===== config.mk =====
export PLATFORM = sky130hd
export DESIGN_NAME = vec_issue_ctrl
export DESIGN_NICKNAME = d
export VERILOG_FILES = /design/src/rtl/vec_issue_ctrl_pkg.sv /design/src/rtl/vec_issue_ctrl_fifo.sv /design/src/rtl/vec_issue_ctrl.sv
export SDC_FILE = /design/constraint.sdc
export NUM_CORES = 1
export LEC_CHECK = 0
export ABC_CLOCK_PERIOD_IN_PS = 4200
export CORE_ASPECT_RATIO = 0.75
export CORE_UTILIZATION = 35
export CTS_CLUSTER_DIAMETER = 100
export CTS_CLUSTER_SIZE = 10
export DETAILED_ROUTE_END_ITERATION = 16
export SYNTH_ARGS = -nofsm -noshare
export SYNTH_HDL_FRONTEND = slang
export SYNTH_SLANG_ARGS = --single-unit

===== constraint.sdc =====
create_clock -name clk -period 4.2 [get_ports clk]
set_clock_uncertainty 0.15 [all_clocks]
set_input_delay 0.63 -clock clk [delete_from_list [all_inputs] [get_ports clk]]
set_output_delay 0.63 -clock clk [all_outputs]
set_load 0.01 [all_outputs]

===== src/rtl/vec_issue_ctrl_pkg.sv =====
// LMUL encodings, the buffered issue request and its legality rule.
// Shared by the issue controller and its request FIFO.
package vec_issue_ctrl_pkg;

    typedef enum logic [2:0] {
        LMUL_1    = 3'd0,
        LMUL_2    = 3'd1,
        LMUL_4    = 3'd2,
        LMUL_8    = 3'd3,
        LMUL_RSVD = 3'd4,
        LMUL_F8   = 3'd5,
        LMUL_F4   = 3'd6,
        LMUL_F2   = 3'd7
    } lmul_e;

    // Widest supported ADDR_WIDTH; narrower addresses are zero-extended into the request.
    localparam int REQ_ADDR_W = 8;

    typedef struct packed {
        logic                  widen;
        logic [2:0]            vlmul;
        logic [REQ_ADDR_W-1:0] addr;
    } vec_req_t;

    // A register group must start on a multiple of its size; fractional LMUL is unconstrained.
    function automatic logic req_illegal(input logic [2:0] vlmul, input logic [2:0] addr_lo);
        logic bad;
        case (vlmul)
            LMUL_RSVD: bad = 1'b1;
            LMUL_2:    bad = addr_lo[0];
            LMUL_4:    bad = |addr_lo[1:0];
            LMUL_8:    bad = |addr_lo[2:0];
            default:   bad = 1'b0;
        endcase
        return bad;
    endfunction

endpackage


===== src/rtl/vec_issue_ctrl_fifo.sv =====
// Synchronous request FIFO with extra-bit pointers; one cycle from push to visible head.
// Latency 1; caller must gate push with ~full and pop with ~empty; clr empties at the edge.
module issue_fifo #(
    parameter int  DEPTH = 4,
    parameter type T     = logic
) (
    input  logic clk,
    input  logic rst_n,
    input  logic clr,
    input  logic push,
    input  T     wdata,
    input  logic pop,
    output T     rdata,
    output logic full,
    output logic empty
);
    localparam int PW = $clog2(DEPTH);
    localparam logic [PW:0] PTR_ONE = 1;

    logic [PW:0] wr_q, rd_q;
    T            mem_q [DEPTH];

    always_ff @(posedge clk or negedge rst_n) begin
        if (!rst_n) begin
            wr_q <= '0;
            rd_q <= '0;
        end else if (clr) begin
            wr_q <= '0;
            rd_q <= '0;
        end else begin
            if (push) wr_q <= wr_q + PTR_ONE;
            if (pop)  rd_q <= rd_q + PTR_ONE;
        end
    end

    always_ff @(posedge clk) begin
        if (push) mem_q[wr_q[PW-1:0]] <= wdata;
    end

    assign rdata = mem_q[rd_q[PW-1:0]];
    assign empty = (wr_q == rd_q);
    assign full  = (wr_q[PW] != rd_q[PW]) && (wr_q[PW-1:0] == rd_q[PW-1:0]);

endmodule


===== src/rtl/vec_issue_ctrl.sv =====
// Buffers vector register-group requests, rejects misaligned ones, issues to the AGU.
// Latency: accept to agu_en is 2 cycles when idle; issues at least 2 cycles apart.
// Backpressure: in_ready is not-full only; agu_idle gates issue through a registered strobe.
module vec_issue_ctrl
    import vec_issue_ctrl_pkg::*;
#(
    parameter int ADDR_WIDTH = 5,
    parameter int DEPTH      = 4
) (
    input  logic                       clk,
    input  logic                       rst_n,
    input  logic                       in_valid,
    output logic                       in_ready,
    input  logic                       in_widen,
    input  logic [2:0]                 in_vlmul,
    input  logic [ADDR_WIDTH-1:0]      in_addr,
    input  logic                       flush,
    output logic                       agu_en,
    output logic                       agu_widen,
    output logic [2:0]                 agu_vlmul,
    output logic [ADDR_WIDTH-1:0]      agu_addr,
    input  logic                       agu_idle,
    input  logic                       agu_addr_end,
    output logic                       err,
    output logic [$clog2(DEPTH)+1:0]   outstanding,
    output logic                       busy
);
    localparam int OW = $clog2(DEPTH) + 2;
    localparam logic [OW-1:0] CNT_ONE = 1;

    vec_req_t in_req, head;
    logic     full, empty, accept, illegal, push, issue;

    logic                  agu_en_q, agu_widen_q, err_q;
    logic [2:0]            agu_vlmul_q;
    logic [ADDR_WIDTH-1:0] agu_addr_q;
    logic [OW-1:0]         outst_q, outst_d;

    assign in_req  = '{widen: in_widen, vlmul: in_vlmul, addr: REQ_ADDR_W'(in_addr)};
    assign illegal = req_illegal(in_vlmul, in_req.addr[2:0]);
    assign accept  = in_valid & ~full & ~flush;
    assign push    = accept & ~illegal;
    // The registered strobe blocks back-to-back issue and keeps agu_idle off the agu_en path.
    assign issue   = ~empty & agu_idle & ~agu_en_q & ~flush;

    issue_fifo #(.DEPTH(DEPTH), .T(vec_req_t)) u_fifo (
        .clk   (clk),
        .rst_n (rst_n),
        .clr   (flush),
        .push  (push),
        .wdata (in_req),
        .pop   (issue),
        .rdata (head),
        .full  (full),
        .empty (empty)
    );

    if (ADDR_WIDTH < REQ_ADDR_W) begin : g_addr_pad
        logic unused_addr_hi;
        assign unused_addr_hi = ^head.addr[REQ_ADDR_W-1:ADDR_WIDTH];
    end

    always_comb begin
        outst_d = outst_q;
        if (agu_en_q && !agu_addr_end)
            outst_d = outst_q + CNT_ONE;
        else if (!agu_en_q && agu_addr_end && outst_q != '0)
            outst_d = outst_q - CNT_ONE;
    end

    always_ff @(posedge clk or negedge rst_n) begin
        if (!rst_n) begin
            agu_en_q    <= 1'b0;
            agu_widen_q <= 1'b0;
            agu_vlmul_q <= '0;
            agu_addr_q  <= '0;
            err_q       <= 1'b0;
            outst_q     <= '0;
        end else begin
            agu_en_q <= issue;
            err_q    <= accept & illegal;
            outst_q  <= outst_d;
            if (issue) begin
                agu_widen_q <= head.widen;
                agu_vlmul_q <= head.vlmul;
                agu_addr_q  <= head.addr[ADDR_WIDTH-1:0];
            end
        end
    end

    assign in_ready    = ~full;
    assign agu_en      = agu_en_q;
    assign agu_widen   = agu_widen_q;
    assign agu_vlmul   = agu_vlmul_q;
    assign agu_addr    = agu_addr_q;
    assign err         = err_q;
    assign outstanding = outst_q;
    assign busy        = ~empty | (outst_q != '0);

endmodule


==> results of run 1 <==
power groups by stage:
| stage | clock network [W] | registers [W] | logic, W |
|---|---|---|---|
| 3_5_place_dp | 0 | 0.000760 | 0.000491 |
| 4_1_cts | 0.000641 | 0.000750 | 0.000493 |
| 3_3_place_gp | 0 | 0.000754 | 0.000480 |
| 5_1_grt | 0.000665 | 0.000761 | 0.000528 |
| 2_1_floorplan | 0 | 0.000777 | 0.000259 |
| 6_report | 0.000620 | 0.000749 | 0.000486 |
cell families (layout without fill, tap and decap cells):
logic type | after synthesis | in the layout | synth area share
flops | 57 | 57 | 0.627
xor+xnor | 8 | 8 | 0.0332
simple gates | 36 | 36 | 0.0952
compound gates | 10 | 10 | 0.0317
buf+inv | 6 | 51 | 0.00976
mux | 25 | 25 | 0.162
fa+ha+maj | 8 | 8 | 0.0420
final timing paths:
kind	start	end	slack (ns)	depth (start not counted)
worst max-delay path	u_fifo.rd_q[1]	in_ready	1.21	4
worst min-delay path	agu_widen	agu_widen	0.36	1
worst max register to register	u_fifo.rd_q[1]	u_fifo.mem_q[1][8]	1.73	4
worst min register to register	agu_widen	agu_widen	0.36	1
max in group asynchronous	rst_n	agu_en	2.59	1
min in group asynchronous	rst_n	outstanding[1]	0.70	1
critical path, cell delays in order, from the launching register on:
cell and delay (ns):
dfrtp_1 0.73, xor2_2 0.24, nor3_4 0.32, inv_1 0.10, clkdlybuf4s50_1 0.49
through the flow:
| step | power [W] | hold slack, ns | cell area (µm²) | cells |
|---|---|---|---|---|
| floorplan | 0.00104 | 0.184 | 2560 | 150 |
| global placement | 0.00123 | 0.342 | 2990 | 277 |
| detailed placement | 0.00125 | 0.347 | 2990 | 277 |
| CTS | 0.00188 | 0.366 | 3230 | 293 |
| global route | 0.00195 | 0.380 | 3230 | 293 |
| finish | 0.00185 | 0.363 | 3230 | 293 |
area by class of cell:
type / count / share of cell area
flip-flops and latches: 57 / 0.497
multi-input cells: 87 / 0.288
repair buffers: 32 / 0.0983
clock buffers: 11 / 0.0437
well taps: 98 / 0.0379
clock inverters: 5 / 0.0317
inverters: 3 / 0.00348
per-layer routing:
metal	GRT usage	routed length [µm]	vias up
li1	-	-	641
met1	0.185	2190	674
met2	0.205	2220	34
met3	0.0587	241	6
met4	0.0609	55	0
met5	0	0	-
registers in the layout (all words and copies together) (netlist names):
name	count
agu_widen	1
u_fifo.mem_q	36
u_fifo.rd_q	3
outstanding	4
err	1
u_fifo.wr_q	3
agu_en	1
agu_vlmul	3
agu_addr	5
cell usage in the layout, fill, tap and decap left out, types with 6 or more instances in the layout:
cell / count
dfrtp_1: 21
edfxtp_1: 36
mux4_2: 9
mux2_4: 9
nor2_1: 10
clkbuf_8: 10
clkdlybuf4s50_1: 31
ha_1: 7
nand2b_1: 6
==> impl_metrics.yaml, run 1 <==
outcome:
  status: "completed"
clocking:
  cts.path.max_buffers: 2
  path_clk_slew_ns: 0.06
  cts_setup_buffers: 0
  cts.sinks: 57
  ctsHtreeMaxLevel: 3
  clk_latency_ns: 0.33
  clockRootBuffer: "clkbuf_8"
  holdBufCountCts: 0
  cts_tree: "done"
  cts_resized: 0
  cts_buffers: 9
timing:
  hold_viol_final: 0
  max_slew_margin: 0.326
  fin_crit_sh: 0.711
  slew_viol_final: 0
  worst_pin_slew_ns: 1.01
  max_freq_ghz: 0.335
  finalSetupTns_ns: 0
  fin_crit_ns: 2.99
  grt_setup_unrepaired: "no"
  setup_viol_count_final: 0
  setup_slack_ns: 1.21
floorplanning:
  rows: 26
  die_h_um: 76.1
  die_area_um2: 7670
  ios: 32
  core_um2: 6960
  die_x_um: 101
  start_util: 0.368
detailed_routing:
  drt_drc_violations_left: 0
  drt_iter0_drc: 37
  ant_nets: 0
  first_pass_iters: 4
  via_per_inst: 4.62
  wirelength_mm: 4.71
  wl_per_cell_um: 16.1
  vias: 1355
finish:
  layout-drive-gt1-share: 0.231
  finish.utilization: 0.465
  area_growth_syn_to_layout_pct: 26.2
  finalNetCount: 213
  fillers: 637
  diodes: 0
  multi_input_comb_area_um2: 932
  ff_latch_area_um2: 1610
power_and_ir_drop:
  p_seq_frac: 0.404
  vdd_drop_max_mv: 0.191
  swShare: 0.255
  p_comb_frac: 0.262
  internal_power_w: 0.00138
  clock_power_share: 0.334
  power_leakage_nw: 1.20
  p_switching_w: 0.000474
  powerDensity_nw_per_um2: 574
synth:
  syn-cell-area_um2: 2560
  ys_seq_area_frac: 0.627
  yosys.area.top_type: "edfxtp_1"
  synthCells: 150
  postSynthAreaPerCell_um2: 17.1
  ys_seq_elements: 57
  synth_top_area_share: 0.422
  synth_cell_types: 34
  synth_area_leaders: "edfxtp_1, dfrtp_1, mux4_2"
  synth_most_common_cell: "edfxtp_1"
  synthTopCellsByCount: "edfxtp_1, dfrtp_1, nor2_1"
  synth_edf_count: 36
  synth_warnings: 0
  synth_ff_type: "edfxtp_1"
  synthArstFlopShare: 0.368
  synth_fp_nets: 173
job:
  maxCapViolCount: 0
global_routing:
  grt_pass1_wl_mm: 7.87
  grt_max_degree: 22
  grt_usage: 0.141
  antenna_found_initial: 0
  grt_overflow_total: 0
  grt_pass1_vias: 1489
setup_path:
  critPathKind: "reg2out"
  crit_path_end_kind: "output pin"
  worstSetupStartpointType: "register"
  cp.arrival_ns: 2.21
  required_ns: 3.42
  path_max_fanout: 12
placement:
  dp_hpwl_mm: 3.24
  gp_congestion: 0.698
  place_ws_ns: 1.11
  io_buffers: 31
min_path:
  hold_path_class: "reg2reg"
(Power assumes the default switching activity.)
==> run 2: changes to the inputs <==
--- a/config.mk
+++ b/config.mk
@@ -5,7 +5,7 @@
 export SDC_FILE = /design/constraint.sdc
 export NUM_CORES = 1
 export LEC_CHECK = 0
-export ABC_CLOCK_PERIOD_IN_PS = 4200
+export ABC_CLOCK_PERIOD_IN_PS = 2400
 export CORE_ASPECT_RATIO = 0.75
 export CORE_UTILIZATION = 35
 export CTS_CLUSTER_DIAMETER = 100
==> constraint.sdc (replaced) <==
create_clock -name clk -period 2.4 [get_ports clk]
set_clock_uncertainty 0.15 [all_clocks]
set_input_delay 0.36 -clock clk [delete_from_list [all_inputs] [get_ports clk]]
set_output_delay 0.36 -clock clk [all_outputs]
set_load 0.01 [all_outputs]
==> run 2 against run 1 <==
  * Critical path depth stayed put
  * Non-clock buffer count grew 20
  * Flip-flop and latch count unchanged
  * Global-route usage is 0.51 points higher
  * Worst hold slack got worse by 0.12 ns
  * Clock-buffer cell count unchanged
  * Critical endpoint unchanged
  * Largest cell class unchanged
  * Largest power group unchanged
  * Highest routed layer unchanged
==> impl_metrics.yaml, run 2 (synthesis gave the netlist of run 1 again) <==
timing:
  setup_viol_count_final: 0
  fin_crit_sh: 0.943
  fin_crit_ns: 2.26
  worst_pin_slew_ns: 0.397
  hold_viol_final: 0
  max_freq_ghz: 0.442
  slew_viol_final: 0
  setup_slack_ns: 0.137
  max_slew_margin: 0.732
  grt_setup_unrepaired: "no"
  hold_ws_ns: 0.244
clocking:
  cts.path.max_buffers: 2
  cts_buffers: 9
  path_clk_slew_ns: 0.06
  cts.sinks: 57
  clockRootBuffer: "clkbuf_8"
  cts_tree: "done"
  holdBufCountCts: 0
  ctsHtreeMaxLevel: 3
  clk_latency_ns: 0.33
detailed_routing:
  drt_iter0_drc: 43
  wirelength_mm: 4.95
  wl_per_cell_um: 15.9
  vias: 1457
  drt_drc_violations_left: 0
  ant_nets: 0
  first_pass_iters: 4
  via_per_inst: 4.67
floorplanning:
  start_util: 0.368
  die_area_um2: 7670
  core_um2: 6960
  rows: 26
  die_x_um: 101
  ios: 32
  die_h_um: 76.1
min_path:
  hold_path_class: "in2async"
global_routing:
  grt_usage: 0.146
  grt_pass1_wl_mm: 8.14
  antenna_found_initial: 0
  grt_pass1_vias: 1612
  grt_max_degree: 22
  grt_overflow_total: 0
finish:
  area_growth_syn_to_layout_pct: 31.9
  mostFrequentLayoutCell: "edfxtp_1"
  layout-drive-gt1-share: 0.308
  finalInstanceArea_um2: 3380
  most-common-layout-cells: "edfxtp_1, clkdlybuf4s50_1, dfrtp_1, buf_4, nor2_1"
  diodes: 0
  finalNetCount: 233
  finalNonFillerCells: 312
  largest_reg_flops: 36
placement:
  gp_congestion: 0.742
  dpl-instance-area_um2: 3180
  dp_cells: 296
  place_ws_ns: -0.153
  io_buffers: 31
  dp_hpwl_mm: 3.50
setup_path:
  crit_buf_inv: 2
  path_cells: "xor2_4 > nor3_4 > inv_1 > clkdlybuf4s50_1"
  required_ns: 1.89
  worst_path_largest_cell_delay_ns: 0.48
  crit_path_end_kind: "output pin"
  cp.arrival_ns: 1.75
  cpMaxStageDelayCell: "clkdlybuf4s50_1"
  path_max_fanout: 5
  critPathKind: "reg2out"
  cp_top_family: "buffers and inverters"
  worstSetupStartpointType: "register"
power_and_ir_drop:
  power_leakage_nw: 1.27
  powerDensity_nw_per_um2: 871
  vdd_drop_max_mv: 0.292
job:
  maxCapViolCount: 0
outcome:
  status: "completed"
[run 2: cell count changes in the layout (fill, tap and decap cells not counted), sizes merged]
cell	previous run	this run
buf	1	21
clkinv	1	3
bufinv	3	0
[run 2: final cells by class]
class,instances,area [µm²]
clock buffer,11,131
fill,620,3580
timing repair buffer,52,518
sequential,57,1610
multi-input combinational,87,968
tap,98,123
clock inverter,4,21.3
inverter,3,11.3
[run 2: metal layers]
layer	routed length, µm	track usage	share of wire
met1	2260	0.193	0.46
met2	2490	0.227	0.50
met3	188	0.0495	0.038
met4	11	0.0478	0.0022
met5	0	0	0
[run 2: where the power goes]
part           leakage (nW)  internal (W)  switching, W
clock network        0.0766      0.000361      0.000351
registers             0.586       0.00118      0.000135
logic                 0.607      0.000569      0.000349
total                  1.27       0.00211      0.000834
[run 2: stage by stage]
step           setup TNS, ns  total power [W]  utilization
5_1_grt                    0          0.00313        0.486
3_3_place_gp           -2.04          0.00221        0.457
4_1_cts                    0          0.00297        0.480
2_1_floorplan              0          0.00181            -
3_5_place_dp           -3.91          0.00225        0.457
6_report                   0          0.00295        0.486
[run 2: worst reg2reg max path: stages (launching register included)]
cell and delay, ns:
dfrtp_1 0.47, nand2b_1 0.12, ha_1 0.28, a21o_1 0.19, a21oi_1 0.20, mux2_2 0.35
a221o_1 0.29
[run 2: worst paths after layout]
kind | to | startpoint | cells past startpoint | slack [ns]
min in group clk | agu_addr[2] | agu_addr[2] | 1 | 0.36
max | in_ready | u_fifo.wr_q[1] | 4 | 0.14
min reg2reg | agu_addr[2] | agu_addr[2] | 1 | 0.36
max in group asynchronous | u_fifo.wr_q[1] | rst_n | 2 | 1.59
min | agu_vlmul[0] | rst_n | 2 | 0.24
max reg2reg | outstanding[3] | agu_en | 6 | 0.23
[run 2: repair_timing]
action / in CTS / in global routing
setup buffers: 1 / 0
endpoints found under the setup margin: 1 / 2
gates resized for setup: 0 / 6
pin swaps: 1 / 0
